### config.mk
export PLATFORM = sky130hd
export DESIGN_NAME = lpc_frame_scheduler
export DESIGN_NICKNAME = d
export VERILOG_FILES = /design/src/rtl/lpc_sched_pkg.sv /design/src/rtl/lpc_addr_gen.sv /design/src/rtl/lpc_frame_scheduler.sv
export SDC_FILE = /design/constraint.sdc
export NUM_CORES = 1
export LEC_CHECK = 0
export CAP_MARGIN = 5
export CORE_MARGIN = 10
export CORE_UTILIZATION = 55
export DETAILED_ROUTE_END_ITERATION = 12
export MAX_ROUTING_LAYER = met4
export PLACE_DENSITY = 0.91
export SLEW_MARGIN = 20
export SYNTH_ARGS = -nofsm -noshare
export SYNTH_HDL_FRONTEND = slang
export SYNTH_HIERARCHICAL = 1
export SYNTH_SLANG_ARGS = --single-unit
### constraint.sdc
create_clock -name clk_clk -period 9.3 [get_ports clk_clk]
set_clock_uncertainty 0.1 [all_clocks]
set_input_delay 1.86 -clock clk_clk [delete_from_list [all_inputs] [get_ports clk_clk]]
set_output_delay 1.86 -clock clk_clk [all_outputs]
set_load 0.005 [all_outputs]
### src/rtl/lpc_sched_pkg.sv
// lpc_sched_pkg: shared state encoding, error codes and defaults for the LPC frame scheduler.
package lpc_sched_pkg;
    typedef enum logic [2:0] {
        IDLE,
        WAIT_CAL,
        ISSUE_WR,
        ISSUE_RD,
        RUN,
        CHECK,
        FINISH,
        ERROR
    } state_t;

    localparam logic [1:0] ERR_NONE  = 2'd0;
    localparam logic [1:0] ERR_CAL   = 2'd1;
    localparam logic [1:0] ERR_LEN   = 2'd2;
    localparam logic [1:0] ERR_BEATS = 2'd3;

    localparam int DEF_BYTES_PER_SAMPLE = 2;
endpackage

### src/rtl/lpc_addr_gen.sv
// lpc_addr_gen: read/write address accumulators, loaded with the bases and stepped once per frame.
module lpc_addr_gen #(
    parameter int ADDR_W = 32
) (
    input  logic              clk_i,
    input  logic              rst_ni,
    input  logic              load_i,
    input  logic              step_i,
    input  logic [ADDR_W-1:0] src_base_i,
    input  logic [ADDR_W-1:0] dst_base_i,
    input  logic [ADDR_W-1:0] hop_bytes_i,
    input  logic [ADDR_W-1:0] len_bytes_i,
    output logic [ADDR_W-1:0] rd_addr_o,
    output logic [ADDR_W-1:0] wr_addr_o
);
    logic [ADDR_W-1:0] rd_q, rd_d, wr_q, wr_d;

    always_comb begin
        rd_d = load_i ? src_base_i : step_i ? rd_q + hop_bytes_i : rd_q;
        wr_d = load_i ? dst_base_i : step_i ? wr_q + len_bytes_i : wr_q;
    end

    always_ff @(posedge clk_i) begin
        if (!rst_ni) begin
            rd_q <= '0;
            wr_q <= '0;
        end else begin
            rd_q <= rd_d;
            wr_q <= wr_d;
        end
    end

    assign rd_addr_o = rd_q;
    assign wr_addr_o = wr_q;
endmodule

### src/rtl/lpc_frame_scheduler.sv
// lpc_frame_scheduler: sequences per-frame write/read master commands through the DDR3 loopback,
// checks the stream beat count of each frame and reports status.
module lpc_frame_scheduler
    import lpc_sched_pkg::*;
#(
    parameter int ADDR_W           = 32,
    parameter int LEN_W            = 16,
    parameter int NFR_W            = 16,
    parameter int BYTES_PER_SAMPLE = DEF_BYTES_PER_SAMPLE
) (
    input  logic              clk_clk,
    input  logic              reset_reset_n,
    input  logic              local_init_done,
    input  logic              local_cal_success,
    input  logic              local_cal_fail,
    input  logic [ADDR_W-1:0] cfg_src_base,
    input  logic [ADDR_W-1:0] cfg_dst_base,
    input  logic [LEN_W-1:0]  cfg_frame_len,
    input  logic [LEN_W-1:0]  cfg_hop,
    input  logic [NFR_W-1:0]  cfg_num_frames,
    input  logic              start,
    output logic              busy,
    output logic              done,
    output logic              error,
    output logic [1:0]        err_code,
    output logic [NFR_W-1:0]  frame_idx,
    output logic              rd_go,
    output logic [ADDR_W-1:0] rd_addr,
    output logic [ADDR_W-1:0] rd_len,
    input  logic              rd_done,
    output logic              wr_go,
    output logic [ADDR_W-1:0] wr_addr,
    output logic [ADDR_W-1:0] wr_len,
    input  logic              wr_done,
    input  logic              stream_v
);
    state_t            state_q, state_d;
    logic [LEN_W-1:0]  len_q, len_d;
    logic [NFR_W-1:0]  nfr_q, nfr_d, idx_q, idx_d;
    logic [ADDR_W-1:0] len_bytes_q, len_bytes_d, hop_bytes_q, hop_bytes_d;
    logic [LEN_W:0]    beat_q, beat_d;
    logic              rd_f_q, rd_f_d, wr_f_q, wr_f_d, err_q, err_d;
    logic [1:0]        code_q, code_d;
    logic              rest, load, step;

    assign rest = state_q inside {IDLE, FINISH, ERROR};

    always_comb begin
        state_d     = state_q;
        len_d       = len_q;
        nfr_d       = nfr_q;
        idx_d       = idx_q;
        len_bytes_d = len_bytes_q;
        hop_bytes_d = hop_bytes_q;
        beat_d      = beat_q;
        rd_f_d      = rd_f_q;
        wr_f_d      = wr_f_q;
        err_d       = err_q;
        code_d      = code_q;
        load        = 1'b0;
        step        = 1'b0;
        if (start && rest) begin
            state_d     = WAIT_CAL;
            len_d       = cfg_frame_len;
            nfr_d       = cfg_num_frames;
            idx_d       = '0;
            len_bytes_d = ADDR_W'(cfg_frame_len) * ADDR_W'(BYTES_PER_SAMPLE);
            hop_bytes_d = ADDR_W'(cfg_hop) * ADDR_W'(BYTES_PER_SAMPLE);
            err_d       = 1'b0;
            code_d      = ERR_NONE;
            load        = 1'b1;
        end else begin
            case (state_q)
                WAIT_CAL: begin
                    if (local_cal_fail) begin
                        state_d = ERROR;
                        err_d   = 1'b1;
                        code_d  = ERR_CAL;
                    end else if (len_q == '0) begin
                        state_d = ERROR;
                        err_d   = 1'b1;
                        code_d  = ERR_LEN;
                    end else if (nfr_q == '0) begin
                        state_d = FINISH;
                    end else if (local_init_done && local_cal_success) begin
                        state_d = ISSUE_WR;
                    end
                end
                ISSUE_WR: begin
                    state_d = ISSUE_RD;
                    rd_f_d  = 1'b0;
                    wr_f_d  = 1'b0;
                    beat_d  = '0;
                end
                ISSUE_RD: state_d = RUN;
                RUN: begin
                    rd_f_d = rd_f_q | rd_done;
                    wr_f_d = wr_f_q | wr_done;
                    // saturate so a runaway stream can never wrap back into a match
                    if (stream_v && beat_q != '1) beat_d = beat_q + (LEN_W+1)'(1);
                    if (rd_f_d && wr_f_d) state_d = CHECK;
                end
                CHECK: begin
                    if (beat_q != {1'b0, len_q}) begin
                        state_d = ERROR;
                        err_d   = 1'b1;
                        code_d  = ERR_BEATS;
                    end else if (idx_q == nfr_q - NFR_W'(1)) begin
                        state_d = FINISH;
                    end else begin
                        state_d = ISSUE_WR;
                        idx_d   = idx_q + NFR_W'(1);
                        step    = 1'b1;
                    end
                end
                default: state_d = IDLE;
            endcase
        end
    end

    always_ff @(posedge clk_clk) begin
        if (!reset_reset_n) begin
            state_q     <= IDLE;
            len_q       <= '0;
            nfr_q       <= '0;
            idx_q       <= '0;
            len_bytes_q <= '0;
            hop_bytes_q <= '0;
            beat_q      <= '0;
            rd_f_q      <= 1'b0;
            wr_f_q      <= 1'b0;
            err_q       <= 1'b0;
            code_q      <= ERR_NONE;
        end else begin
            state_q     <= state_d;
            len_q       <= len_d;
            nfr_q       <= nfr_d;
            idx_q       <= idx_d;
            len_bytes_q <= len_bytes_d;
            hop_bytes_q <= hop_bytes_d;
            beat_q      <= beat_d;
            rd_f_q      <= rd_f_d;
            wr_f_q      <= wr_f_d;
            err_q       <= err_d;
            code_q      <= code_d;
        end
    end

    lpc_addr_gen #(.ADDR_W(ADDR_W)) u_addr (
        .clk_i      (clk_clk),
        .rst_ni     (reset_reset_n),
        .load_i     (load),
        .step_i     (step),
        .src_base_i (cfg_src_base),
        .dst_base_i (cfg_dst_base),
        .hop_bytes_i(hop_bytes_q),
        .len_bytes_i(len_bytes_q),
        .rd_addr_o  (rd_addr),
        .wr_addr_o  (wr_addr)
    );

    // strobes are masked by reset so a reset landing in an issue cycle never commands a master
    assign wr_go     = reset_reset_n && state_q == ISSUE_WR;
    assign rd_go     = reset_reset_n && state_q == ISSUE_RD;
    assign busy      = !rest;
    assign done      = state_q == FINISH;
    assign error     = err_q;
    assign err_code  = code_q;
    assign frame_idx = idx_q;
    assign rd_len    = len_bytes_q;
    assign wr_len    = len_bytes_q;
endmodule

==> summary.log <==
[yosys] Unique masters post-synth 81
[final_layout] commonest cells after routing, fill and taps aside sky130_fd_sc_hd__clkdlybuf4s50_1, sky130_fd_sc_hd__nand2_1, sky130_fd_sc_hd__dfxtp_1, sky130_fd_sc_hd__a21oi_1, sky130_fd_sc_hd__nor2_1
[sta] highest clock frequency the design can meet 0.188 GHz
[sta] share of the clock period used by the worst path after layout 0.572
[global_route] largest net degree at the start of global routing 68
[yosys] gate count of the mapped netlist 1434
[sta] worst-margin pin slew 1.05 ns
[clocking] TritonCTS clock tree done
[routing] number of search-and-repair iterations in the first detailed-routing pass 7
[final_layout] Reg area 3060 um^2
[clocking] TritonCTS Sinks 153
[power_and_ir_drop] power density cells 215 nW/um^2
[global_route] via count of the first global-routing pass 10923
[worst_setup_path] data arrival at the endpoint of the critical path 5.59 ns
[final_layout] multi-input logic area 7430 um^2
[floorplan] die extent in y 162 um
[sta] time the worst path needs with I/O delays and setup 5.32 ns
[floorplan] number of I/O pins 272
[clocking] clk buf depth 2
[clocking] number of buffers inserted by hold repair at cts 0
[yosys] Yosys warnings 6
[clocking] number of setup buffers added after CTS 0
[min_path] number of instances on the worst hold path 2
[final_layout] count of filler cells inserted in the layout 1571
[yosys] fraction of synthesized cell area taken by the top area cell type 0.276
[yosys] Most used DFF post-synth sky130_fd_sc_hd__dfxtp_1
[sta] Worst slew margin 0.296
[place] count of buffers inserted at the top-level ports 239
[worst_setup_path] Worst Path Required 9.57 ns
[sta] final hold violation count 0
[clocking] H-tree depth 4
[worst_setup_path] Worst R2R Setup Slack 3.98 ns
[global_route] GRT Residual Overflow 0
[floorplan] total die area 26300 um^2
[min_path] sink of the worst hold path hop_bytes_q[15]
[routing] met2 WL 17200 um
[sta] final max-slew violation count 0
[clocking] Worst-Skew Late Latency 0.43 ns
[power_and_ir_drop] PnR Total Power 3010 uW
[routing] length of routed met3 wiring 2930 um
[run_status] run status finished, final reports clean
[place] placed wire-length estimate 26600 um
[routing] iteration-0 DRC count of the detailed router 1053
[final_layout] final layout net count 1812
[floorplan] area inside the core boundary 19700 um^2
[routing] routed length on met1 15100 um
[yosys] count of flip-flops with a built-in enable after synthesis 0
[clocking] clock edge transition at the registers on the reported setup and hold paths 0.07 ns
[worst_setup_path] kind of capture point of the worst setup path flop
[global_route] first-pass GRT wire length 57300 um
[routing] vias after detailed routing 11322
[routing] top layer used by detailed routing met4
[worst_setup_path] start-to-end type of the worst setup path reg2reg
[floorplan] row cnt 51
[sta] Total Neg Setup Slack 0 ns
[worst_setup_path] Reg-to-Reg End u_addr/rd_addr_o[28]
[global_route] number of antenna violations at the first check in global routing 2
[final_layout] synthesis-to-finish area growth 26.4%
[sta] RSZ-0062 raised after global routing false
[floorplan] Starting Density 0.565
[yosys] post-synth top area cell sky130_fd_sc_hd__dfxtp_1
[global_route] total routing usage reported by global routing 0.268
[worst_setup_path] number of cells traversed by the worst register-to-register path 15
[clocking] clock tree root buffer cell sky130_fd_sc_hd__clkbuf_16
[yosys] share of async-settable or async-resettable flops after synthesis 0
[final_layout] share of the core filled with cells in the final layout 0.714
[yosys] part of the Yosys area used for sequential elements 0.276
[routing] Final Routed Wirelength 36000 um
[routing] Avg WL per Cell 18.9 um
[final_layout] most common cell after layout, fill and taps aside sky130_fd_sc_hd__clkdlybuf4s50_1
[yosys] mean instance size in the synthesized netlist 7.74 um^2
[floorplan] x dimension of the die 162 um
[routing] via density per instance 5.95
[yosys] total standard cell area after synthesis 11100 um^2
[routing] number of routed nets with antenna violations 0
[clocking] count of cells resized by post-cts repair 0
[min_path] Min-Delay Path Class reg2reg
[sta] count of final setup violators 0
[clocking] CTS buffer count 17
[worst_setup_path] Max FO, Critical Path 60
[routing] Post-route DRC 0
[place] global placer's final weighted congestion 0.958
[min_path] startpoint of the most critical hold path hop_bytes_q[15]
[run] number of maximum-capacitance violations 0
[worst_setup_path] reg-to-reg startpoint nfr_q[0]
[final_layout] share of cells above drive strength 1 0.0428
[worst_setup_path] nature of the critical path startpoint flop
[power_and_ir_drop] worst IR drop on VDD 0.130 mV
[power_and_ir_drop] total leakage power 0.00564 uW
[yosys] Yosys reg bits 153
[yosys] top cells by area, synth sky130_fd_sc_hd__dfxtp_1, sky130_fd_sc_hd__ha_1, sky130_fd_sc_hd__a21oi_1, sky130_fd_sc_hd__nand2_1, sky130_fd_sc_hd__xnor2_1
## cells by family after synthesis
| kind of cell | share of synthesized area |
|---|---|
| simple gates | 0.212 |
| compound gates | 0.262 |
| buf+inv | 0.0765 |
| flops | 0.276 |
| xor+xnor | 0.0741 |
| fa+ha+maj | 0.0780 |
| mux | 0.0207 |
| other cells | 0.000338 |
## final cells by class
class | count | share of cell area
Clock buffer | 17 | 0.0303
Timing Repair Buffer | 245 | 0.173
Clock inverter | 15 | 0.0169
Antenna cell | 2 | 0.000357
Multi-Input combinational cell | 1178 | 0.530
Tap cell | 265 | 0.0236
Sequential cell | 153 | 0.218
Inverter | 28 | 0.00767
## power by group
part	switching, uW	leakage [uW]	internal, uW
clock	308	0.000319	484
combinational	715	0.00407	601
sequential	141	0.00125	764
## cell usage after synthesis, types with 23 or more instances
master                       n
sky130_fd_sc_hd__nand3_1    42
sky130_fd_sc_hd__a21boi_0   52
sky130_fd_sc_hd__nand2_1   186
sky130_fd_sc_hd__a211oi_1   29
sky130_fd_sc_hd__clkbuf_1   72
sky130_fd_sc_hd__inv_1      28
sky130_fd_sc_hd__xnor2_1    47
sky130_fd_sc_hd__dfxtp_1   153
sky130_fd_sc_hd__xor2_1     47
sky130_fd_sc_hd__buf_4      49
sky130_fd_sc_hd__o21ai_0    74
sky130_fd_sc_hd__a21oi_1   142
sky130_fd_sc_hd__ha_1       66
sky130_fd_sc_hd__nor2_1     95
sky130_fd_sc_hd__nand4_1    23
sky130_fd_sc_hd__a21o_1     41
sky130_fd_sc_hd__mux2i_1    23
## registers in the layout, summed over array words and instances, names as in the netlist
| register | flops |
|---|---|
| state_q | 3 |
| error | 1 |
| len_q | 16 |
| frame_idx | 16 |
| u_addr/wr_addr_o | 32 |
| beat_q | 17 |
| wr_f_q | 1 |
| u_addr/rd_addr_o | 32 |
| nfr_q | 16 |
| err_code | 2 |
| hop_bytes_q | 16 |
| rd_f_q | 1 |
## layer usage
layer | GRT usage | vias up
met5 | - | -
met4 | 0.0711 | 0
met2 | 0.444 | 542
met1 | 0.326 | 5290
li1 | - | 5435
met3 | 0.0543 | 55
## worst max-delay path, stage by stage (launching register included)
cell and delay [ns]:
sky130_fd_sc_hd__dfxtp_1 0.41, sky130_fd_sc_hd__inv_1 0.10, sky130_fd_sc_hd__ha_1 0.27, sky130_fd_sc_hd__nor4b_4 0.38, sky130_fd_sc_hd__a221oi_1 0.17, sky130_fd_sc_hd__nor4b_1 0.38
sky130_fd_sc_hd__a21oi_1 0.13, sky130_fd_sc_hd__and2_0 0.20, sky130_fd_sc_hd__a311o_2 0.56, sky130_fd_sc_hd__inv_2 0.08, sky130_fd_sc_hd__buf_4 0.59, sky130_fd_sc_hd__inv_1 0.13
sky130_fd_sc_hd__nor2_1 0.71, sky130_fd_sc_hd__nand2_1 0.45, sky130_fd_sc_hd__a2111oi_0 0.37, sky130_fd_sc_hd__or3_1 0.16
## how the worst max path moves through the flow
stage,from,endpoint,slack (ns),cells after the start
3_5_place_dp,start,u_addr/rd_addr_o[28],3.71,10
6_report,nfr_q[0],u_addr/rd_addr_o[28],3.98,15
2_1_floorplan,reset_reset_n,rd_go,5.08,2
5_1_grt,nfr_q[0],u_addr/rd_addr_o[28],3.59,15
4_1_cts,nfr_q[0],u_addr/rd_addr_o[28],4.05,15
3_3_place_gp,start,u_addr/rd_addr_o[28],3.77,10
## metrics by stage
step / cell area (um^2) / setup slack, ns / std cells / hold slack, ns
6_report: 14000 / 3.98 / 1903 / 0.370
5_1_grt: 14000 / 3.59 / 1903 / 0.394
4_1_cts: 14000 / 4.05 / 1901 / 0.372
3_5_place_dp: 13400 / 3.71 / 1869 / 0.360
3_3_place_gp: 13400 / 3.77 / 1869 / 0.349
2_1_floorplan: 11300 / 5.08 / 1497 / 0.348
Note: power is estimated with default switching activity, not from simulation.
